### config.mk
export PLATFORM = sky130hd
export DESIGN_NAME = post_frame_ctrl
export DESIGN_NICKNAME = d
export VERILOG_FILES = /design/src/rtl/post_pkg.sv /design/src/rtl/post_pix_counter.sv /design/src/rtl/post_frame_ctrl.sv
export SDC_FILE = /design/constraint.sdc
export NUM_CORES = 1
export LEC_CHECK = 0
export ABC_AREA = 0
export ABC_CLOCK_PERIOD_IN_PS = 6600
export BUFFER_PORTS_ARGS = -buffer_cell sky130_fd_sc_hd__buf_2
export CAP_MARGIN = 15
export CELL_PAD_IN_SITES_DETAIL_PLACEMENT = 1
export CELL_PAD_IN_SITES_GLOBAL_PLACEMENT = 2
export CORE_MARGIN = 2
export CORE_UTILIZATION = 38
export DETAILED_ROUTE_END_ITERATION = 10
export PLACE_DENSITY = 0.94
export SLEW_MARGIN = 10
export SYNTH_ARGS = -nofsm -noshare
export SYNTH_HDL_FRONTEND = slang
export SYNTH_SLANG_ARGS = --single-unit
### constraint.sdc
create_clock -name clk -period 6.6 [get_ports clk]
set_clock_uncertainty 0.1 [all_clocks]
set_input_delay 0.33 -clock clk [delete_from_list [all_inputs] [get_ports clk]]
set_output_delay 0.33 -clock clk [all_outputs]
set_load 0.01 [all_outputs]
### src/rtl/post_pkg.sv
// post_pkg: shared definitions for the disparity post-processing frame controller.
// Holds the controller state encoding, the datapath field widths and a helper that
// computes the pixel count of a frame.
package post_pkg;

    localparam int unsigned DwidthDefault = 16; // disparity word width
    localparam int unsigned DimW          = 11; // frame width/height and pixel position
    localparam int unsigned RangeW        = 9;  // disparity search range
    localparam int unsigned LrcW          = 18; // left-right check threshold, 10.8 fixed point
    localparam int unsigned CntW          = 2 * DimW; // width*height product

    typedef enum logic [2:0] {
        StIdle,
        StLoad,
        StRun,
        StDrain,
        StDone
    } state_e;

    // Total pixels in a width x height frame; the full product always fits in CntW bits.
    function automatic logic [CntW-1:0] frame_pixels(input logic [DimW-1:0] w,
                                                     input logic [DimW-1:0] h);
        return CntW'(w) * CntW'(h);
    endfunction

endpackage

### src/rtl/post_pix_counter.sv
// post_pix_counter: raster column/row position counter for the output stream.
// Ports:
//   clk_i, rst_ni      clock and asynchronous active-low reset
//   clr_i              synchronous clear back to (0,0)
//   adv_i              advance one pixel
//   width_i, height_i  frame size (both nonzero while advancing)
//   col_o, row_o       current position
//   last_o             current position is the final pixel of the frame
module post_pix_counter
    import post_pkg::*;
(
    input  logic            clk_i,
    input  logic            rst_ni,
    input  logic            clr_i,
    input  logic            adv_i,
    input  logic [DimW-1:0] width_i,
    input  logic [DimW-1:0] height_i,
    output logic [DimW-1:0] col_o,
    output logic [DimW-1:0] row_o,
    output logic            last_o
);

    logic [DimW-1:0] col_q, col_d;
    logic [DimW-1:0] row_q, row_d;
    logic            col_end;
    logic            row_end;

    assign col_end = (col_q == width_i - DimW'(1));
    assign row_end = (row_q == height_i - DimW'(1));
    assign last_o  = col_end && row_end;

    always_comb begin
        col_d = col_q;
        row_d = row_q;
        if (clr_i) begin
            col_d = '0;
            row_d = '0;
        end else if (adv_i) begin
            if (col_end) begin
                col_d = '0;
                // Wrap fully after the last pixel so the position never leaves the frame.
                row_d = row_end ? '0 : row_q + DimW'(1);
            end else begin
                col_d = col_q + DimW'(1);
            end
        end
    end

    always_ff @(posedge clk_i or negedge rst_ni) begin
        if (!rst_ni) begin
            col_q <= '0;
            row_q <= '0;
        end else begin
            col_q <= col_d;
            row_q <= row_d;
        end
    end

    assign col_o = col_q;
    assign row_o = row_q;

endmodule

### src/rtl/post_frame_ctrl.sv
// post_frame_ctrl: frame sequencer for the disparity post-processing datapath.
// Latches the requested configuration on start, enables the datapath while the
// frame streams through, counts input pixels, tracks the output position and
// aborts the drain phase if the datapath stops producing pixels for too long.
// Ports:
//   clk, rst                      clock, asynchronous active-low reset
//   start                         frame start pulse (honoured in idle only)
//   cfg_*                         requested frame size and datapath configuration
//   in_valid_L, in_valid_R        disparity input strobes (left view paces the frame)
//   out_valid, ds_ready           final output strobe, downstream ready
//   clken, enable                 datapath clock-enable and enable
//   width .. sel_col              shadowed configuration driven to the datapath
//   busy, done, err_timeout       status; done is a one-cycle pulse, error is sticky
//   out_row, out_col              position of the next output pixel
module post_frame_ctrl
    import post_pkg::*;
#(
    parameter int unsigned DWIDTH  = DwidthDefault,
    parameter int unsigned TIMEOUT = 4096
) (
    input  logic              clk,
    input  logic              rst,
    input  logic              start,
    input  logic [DimW-1:0]   cfg_width,
    input  logic [DimW-1:0]   cfg_height,
    input  logic [RangeW-1:0] cfg_range,
    input  logic [LrcW-1:0]   cfg_lrc_param,
    input  logic              cfg_pp_sel,
    input  logic              cfg_sel_col,
    input  logic              in_valid_L,
    input  logic              in_valid_R,
    input  logic              out_valid,
    input  logic              ds_ready,
    output logic              clken,
    output logic              enable,
    output logic [DimW-1:0]   width,
    output logic [RangeW-1:0] range,
    output logic [LrcW-1:0]   lrc_param,
    output logic              postprocessing_sel,
    output logic              sel_col,
    output logic              busy,
    output logic              done,
    output logic              err_timeout,
    output logic [DimW-1:0]   out_row,
    output logic [DimW-1:0]   out_col
);

    localparam int unsigned StallW = $clog2(TIMEOUT + 1);

    if (DWIDTH == 0) begin : g_dwidth_invalid
        $error("post_frame_ctrl: DWIDTH must be nonzero");
    end

    state_e              state_q, state_d;
    logic [DimW-1:0]     width_q, height_q;
    logic [RangeW-1:0]   range_q;
    logic [LrcW-1:0]     lrc_q;
    logic                pp_sel_q, sel_col_q;
    logic                err_q, err_d;
    logic [CntW-1:0]     in_cnt_q, in_cnt_d;
    logic [CntW-1:0]     frame_pix;
    logic [StallW-1:0]   stall_q, stall_d;
    logic                accept_start;
    logic                in_acc, out_acc;
    logic                last_pix, last_done;
    logic                pix_clr;

    // Only the left view paces the frame; the right strobe is not needed here.
    logic unused_in_valid_r;
    assign unused_in_valid_r = in_valid_R;

    assign enable       = (state_q == StRun) || (state_q == StDrain);
    assign busy         = enable || (state_q == StLoad);
    assign clken        = enable && ds_ready;
    assign done         = (state_q == StDone);
    assign accept_start = (state_q == StIdle) && start;
    assign in_acc       = clken && in_valid_L;
    assign out_acc      = clken && out_valid;
    assign last_done    = out_acc && last_pix;
    assign pix_clr      = (state_q == StDone);
    assign frame_pix    = frame_pixels(width_q, height_q);

    always_comb begin
        state_d  = state_q;
        in_cnt_d = in_cnt_q;
        stall_d  = stall_q;
        err_d    = err_q;

        if (in_acc) begin
            in_cnt_d = in_cnt_q + CntW'(1);
        end
        // Stall count only matters while draining; any accepted output restarts it.
        if ((state_q == StDrain) && clken) begin
            stall_d = out_valid ? '0 : stall_q + StallW'(1);
        end

        unique case (state_q)
            StIdle: begin
                if (start) begin
                    state_d = StLoad;
                    err_d   = 1'b0;
                end
            end
            StLoad: begin
                state_d = ((width_q == '0) || (height_q == '0)) ? StDone : StRun;
            end
            StRun: begin
                if (last_done) begin
                    state_d = StDone;
                end else if (in_cnt_d == frame_pix) begin
                    state_d = StDrain;
                end
            end
            StDrain: begin
                if (last_done) begin
                    state_d = StDone;
                end else if (stall_d == StallW'(TIMEOUT)) begin
                    state_d = StDone;
                    err_d   = 1'b1;
                end
            end
            StDone: begin
                state_d  = StIdle;
                in_cnt_d = '0;
                stall_d  = '0;
            end
            default: begin
                state_d = StIdle;
            end
        endcase
    end

    always_ff @(posedge clk or negedge rst) begin
        if (!rst) begin
            state_q  <= StIdle;
            in_cnt_q <= '0;
            stall_q  <= '0;
            err_q    <= 1'b0;
        end else begin
            state_q  <= state_d;
            in_cnt_q <= in_cnt_d;
            stall_q  <= stall_d;
            err_q    <= err_d;
        end
    end

    // Shadow configuration: captured only on an accepted start.
    always_ff @(posedge clk or negedge rst) begin
        if (!rst) begin
            width_q   <= '0;
            height_q  <= '0;
            range_q   <= '0;
            lrc_q     <= '0;
            pp_sel_q  <= 1'b0;
            sel_col_q <= 1'b0;
        end else if (accept_start) begin
            width_q   <= cfg_width;
            height_q  <= cfg_height;
            range_q   <= cfg_range;
            lrc_q     <= cfg_lrc_param;
            pp_sel_q  <= cfg_pp_sel;
            sel_col_q <= cfg_sel_col;
        end
    end

    post_pix_counter u_pix_counter (
        .clk_i    (clk),
        .rst_ni   (rst),
        .clr_i    (pix_clr),
        .adv_i    (out_acc),
        .width_i  (width_q),
        .height_i (height_q),
        .col_o    (out_col),
        .row_o    (out_row),
        .last_o   (last_pix)
    );

    assign width              = width_q;
    assign range              = range_q;
    assign lrc_param          = lrc_q;
    assign postprocessing_sel = pp_sel_q;
    assign sel_col            = sel_col_q;
    assign err_timeout        = err_q;

endmodule

==> impl_metrics.tcl <==
set metrics [dict create \
    fp.dieArea_sq_um 29100 \
    antenna_found_initial 0 \
    placementRows 60 \
    cp_max_fo 13 \
    min_tclk_post_route_ns 6.20 \
    fillerInstances 3152 \
    wl_um 29400 \
    first_pass_grt_wire_length_um 49100 \
    fin_ws_ns 0.399 \
    track_usage_pct 21.2 \
    dr_total_vias 8586 \
    cts_max_path_buffers 2 \
    post_layout_nonfiller_instances 1604 \
    antenna_cells 0 \
    timing.critical_path.required_ns 6.80 \
    min-delay-start "cfg_width[7]" \
    syn-cell-area_sq_um 10500 \
    dp_worst_slack_ns 0.334 \
    postSynthRegisterBits 112 \
    max_slew.worst_pin.slew_ns 0.939 \
    synth_area_per_cell_sq_um 9.32 \
    outcome "complete, no violations" \
    synthCells 1129 \
    timing.setup.tns_ns 0 \
    seq_area_sq_um 2800 \
    timing.reg2reg.setup_slack_ns 0.40 \
    worstHoldPathType "in2reg" \
    power.leakage_nw 5.55 \
    synth_cell_type_count 79 \
    htree_num_levels 3 \
    criticalPathCategory "reg2reg" \
    switching_share_pct 37.9 \
    cts_made_buffers 9 \
    whs_path_depth 3 \
    pwr-share-comb_pct 43.7 \
    post-dp-hpwl_um 22700 \
    capture_instance_of_the_worst_register_to_register_path "state_q[0]" \
    tritoncts_num_sinks 112 \
    die_h_um 170 \
    met2WireLength_um 14600 \
    setup.worst_path.end_class "flop" \
    rsz_0062_raised_after_global_routing "false" \
    worstSetupStartpointType "flop" \
    worst_ir_drop_vdd_mv 0.137 \
    cellPowerDensity_nw_per_um2 216 \
    ys_seq_area_share_pct 26.6 \
    first_iter_violations 456 \
    holdPathEnd "width[7]" \
    met1Wirelength_um 13000 \
    power.share.clock_pct 24.6 \
    clkSlewWorstSetupHoldPaths_ns 0.08 \
    crit_arrival_ns 6.40 \
    grt_max_degree 64 \
    core_region_area_sq_um 27100 \
    timing.slew.headroom_pct 36.9 \
    synthArstFlopShare_pct 100 \
    areaGrowthSynthToFinish_pct 12.9 \
    rr_startpoint "width[5]" \
    syn_nets 1335 \
    cell_internal_pwr_mw 1.60 \
    initial_core_util_pct 38.8 \
    layout_common_cells "sky130_fd_sc_hd__buf_2 (122), sky130_fd_sc_hd__nand2_1 (118), sky130_fd_sc_hd__dfrtp_1 (111)" \
    place_inst 1587 \
    layout.cells.most_common "sky130_fd_sc_hd__buf_2" \
    tritoncts "yes" \
    dr.pass1.iters 5 \
    power.net_switching_uw 974 \
    grt_pass1_vias 9490 \
    die-width_um 170 \
    drc_markers 0 \
    finalWeightedCongestion 0.827 \
    dr.max_layer_used "met4" \
    pwr-share-seq_pct 31.7 \
    globalRoute.totalOverflow 0 \
    cts-root-buf "sky130_fd_sc_hd__clkbuf_16" \
    multi_input_area_sq_um 7090 \
    synth_edf_count 0 \
    fraction_of_layout_instances_using_a_drive_strength_above_1_pct 18.7 \
    routed-wl-met3_um 1180 \
    cap_violations 0 \
    reg2reg_depth 17 \
    wire_per_inst_um 18.3 \
    yosysWarnings 0 \
    ant_nets 0 \
    worst_skew_pair.late_latency_ns 0.36 \
    setup-violations-final 0 \
    num-nets-final 1433 \
    final_critical_path_share_of_the_clock_period_pct 94.0 \
    ioPinCount 125 \
    numPortBuffers 123 \
    hold_viol_final 0 \
    post_drt_via_cell_ratio 5.35 \
    fmax_mhz 161 \
    report.final.slew_viol_count 0 \
    synthFlopType "sky130_fd_sc_hd__dfrtp_1" \
    postCtsSetupRepairBufs 0 \
]
[layer usage]
layer  global-route usage (%)  up-vias
met5                        0        -
met4                     5.80        0
met3                     3.33       31
met2                     36.9      195
met1                     27.5     4368
li1                         -     3992
[timing repair]
item / 4_1_cts / 5_1_grt
setup endpoints to repair: 0 / 1
hold buffers: 1 / 0
hold endpoints to repair: 49 / 0
gates resized for setup: 0 / 1
[metrics by stage]
step	instance area [sq um]	util [%]	total power [mW]	hold slack [ns]
2_1_floorplan	10500	-	1.65	-0.0656
3_3_place_gp	11500	42.6	1.91	0.340
3_5_place_dp	11500	42.6	1.95	0.338
4_1_cts	11900	43.8	2.60	0.0655
5_1_grt	11900	43.9	2.77	0.0816
6_report	11900	43.9	2.57	0.0739
[power groups by stage]
stage          sequential (mW)  clock, mW  combinational [mW]
5_1_grt                  0.822      0.669                1.28
3_3_place_gp             0.822          0                1.09
2_1_floorplan            0.797          0               0.853
3_5_place_dp             0.826          0                1.12
6_report                 0.814      0.633                1.12
4_1_cts                  0.813      0.650                1.14
[state kept, by name, indices dropped and copies added (netlist names)]
| name | cells |
|---|---|
| lrc_param | 18 |
| height_q | 11 |
| width | 11 |
| u_pix_counter.col_o | 11 |
| err_timeout | 1 |
| sel_col | 1 |
| state_q | 3 |
| stall_q | 13 |
| range | 9 |
| u_pix_counter.row_o | 11 |
| postprocessing_sel | 1 |
| in_cnt_q | 22 |
[cell usage after synthesis, types with 3 or more instances]
library cell               instances  area (sq um)
sky130_fd_sc_hd__nor4_4            4          85.1
sky130_fd_sc_hd__o22ai_1           3          18.8
sky130_fd_sc_hd__a22o_1            3          26.3
sky130_fd_sc_hd__o21bai_1          3          22.5
sky130_fd_sc_hd__a21o_1            5          37.5
sky130_fd_sc_hd__nand3b_1          7          52.6
sky130_fd_sc_hd__nor2_1           93           349
sky130_fd_sc_hd__xor2_1           30           263
sky130_fd_sc_hd__nand4_1          22           138
sky130_fd_sc_hd__clkbuf_1         52           195
sky130_fd_sc_hd__nor4_1            8          50.1
sky130_fd_sc_hd__o21ai_0          35           175
sky130_fd_sc_hd__buf_2             3          15.0
sky130_fd_sc_hd__nor3_1           19          95.1
sky130_fd_sc_hd__o31ai_1           3          22.5
sky130_fd_sc_hd__dfrtp_1         112          2800
sky130_fd_sc_hd__a31oi_1           9          56.3
sky130_fd_sc_hd__mux2_2           47           529
sky130_fd_sc_hd__nor2b_1           5          31.3
sky130_fd_sc_hd__and4_1            3          26.3
sky130_fd_sc_hd__xor3_1            3          71.3
sky130_fd_sc_hd__mux2i_1           4          40.0
sky130_fd_sc_hd__xnor3_1           6           135
sky130_fd_sc_hd__and3_1           18           113
sky130_fd_sc_hd__a221oi_1          6          52.6
sky130_fd_sc_hd__a211oi_1         10          75.1
sky130_fd_sc_hd__xnor2_1          60           526
sky130_fd_sc_hd__ha_1             68           851
sky130_fd_sc_hd__or4_1             3          22.5
sky130_fd_sc_hd__fa_1             80          1600
sky130_fd_sc_hd__nand3_1          44           220
sky130_fd_sc_hd__or3_1             4          25.0
sky130_fd_sc_hd__o21ai_1           5          25.0
sky130_fd_sc_hd__inv_1           107           402
sky130_fd_sc_hd__nand2_1         118           443
sky130_fd_sc_hd__o21a_1            3          22.5
sky130_fd_sc_hd__and2_1           46           288
sky130_fd_sc_hd__a21oi_1          28           140
[critical path, cell delays in order (launching register included)]
cell                       delay [ns]
sky130_fd_sc_hd__dfrtp_1         0.68
sky130_fd_sc_hd__nand2_1         0.15
sky130_fd_sc_hd__fa_1            0.49
sky130_fd_sc_hd__fa_1            0.46
sky130_fd_sc_hd__fa_1            0.57
sky130_fd_sc_hd__fa_1            0.45
sky130_fd_sc_hd__fa_1            0.56
sky130_fd_sc_hd__inv_1           0.05
sky130_fd_sc_hd__ha_1            0.35
sky130_fd_sc_hd__and3_1          0.20
sky130_fd_sc_hd__a221oi_1        0.36
sky130_fd_sc_hd__o21ai_0         0.24
sky130_fd_sc_hd__o31ai_1         0.42
sky130_fd_sc_hd__o221ai_1        0.23
sky130_fd_sc_hd__a21o_1          0.21
sky130_fd_sc_hd__a211oi_1        0.31
sky130_fd_sc_hd__nand4_1         0.19
sky130_fd_sc_hd__nand2_1         0.12
[area by class of cell]
cell class / instances / area share, %
clock buffer: 9 / 1.90
clock inverter: 7 / 0.916
inverter: 108 / 3.41
multi-input combinational: 851 / 59.7
sequential: 112 / 23.6
tap: 372 / 3.92
timing repair buffer: 145 / 6.61
[kinds of logic after synthesis]
group,Yosys count,share of synthesized area (%)
mux,51,5.41
fa+ha+maj,148,23.3
xor+xnor,99,9.45
buf+inv,166,6.10
compound gates,142,9.22
simple gates,411,19.9
flops,112,26.6
[worst max path at each step]
| stage | startpoint | end | cells past startpoint |
|---|---|---|---|
| 3_5_place_dp | width[2] | state_q[0] | 19 |
| 3_3_place_gp | width[2] | state_q[0] | 17 |
| 5_1_grt | width[5] | state_q[0] | 17 |
| 4_1_cts | width[2] | state_q[0] | 19 |
| 2_1_floorplan | width[3] | state_q[0] | 19 |
| 6_report | width[5] | state_q[0] | 17 |
No activity file was read; power rests on OpenSTA's default activity.
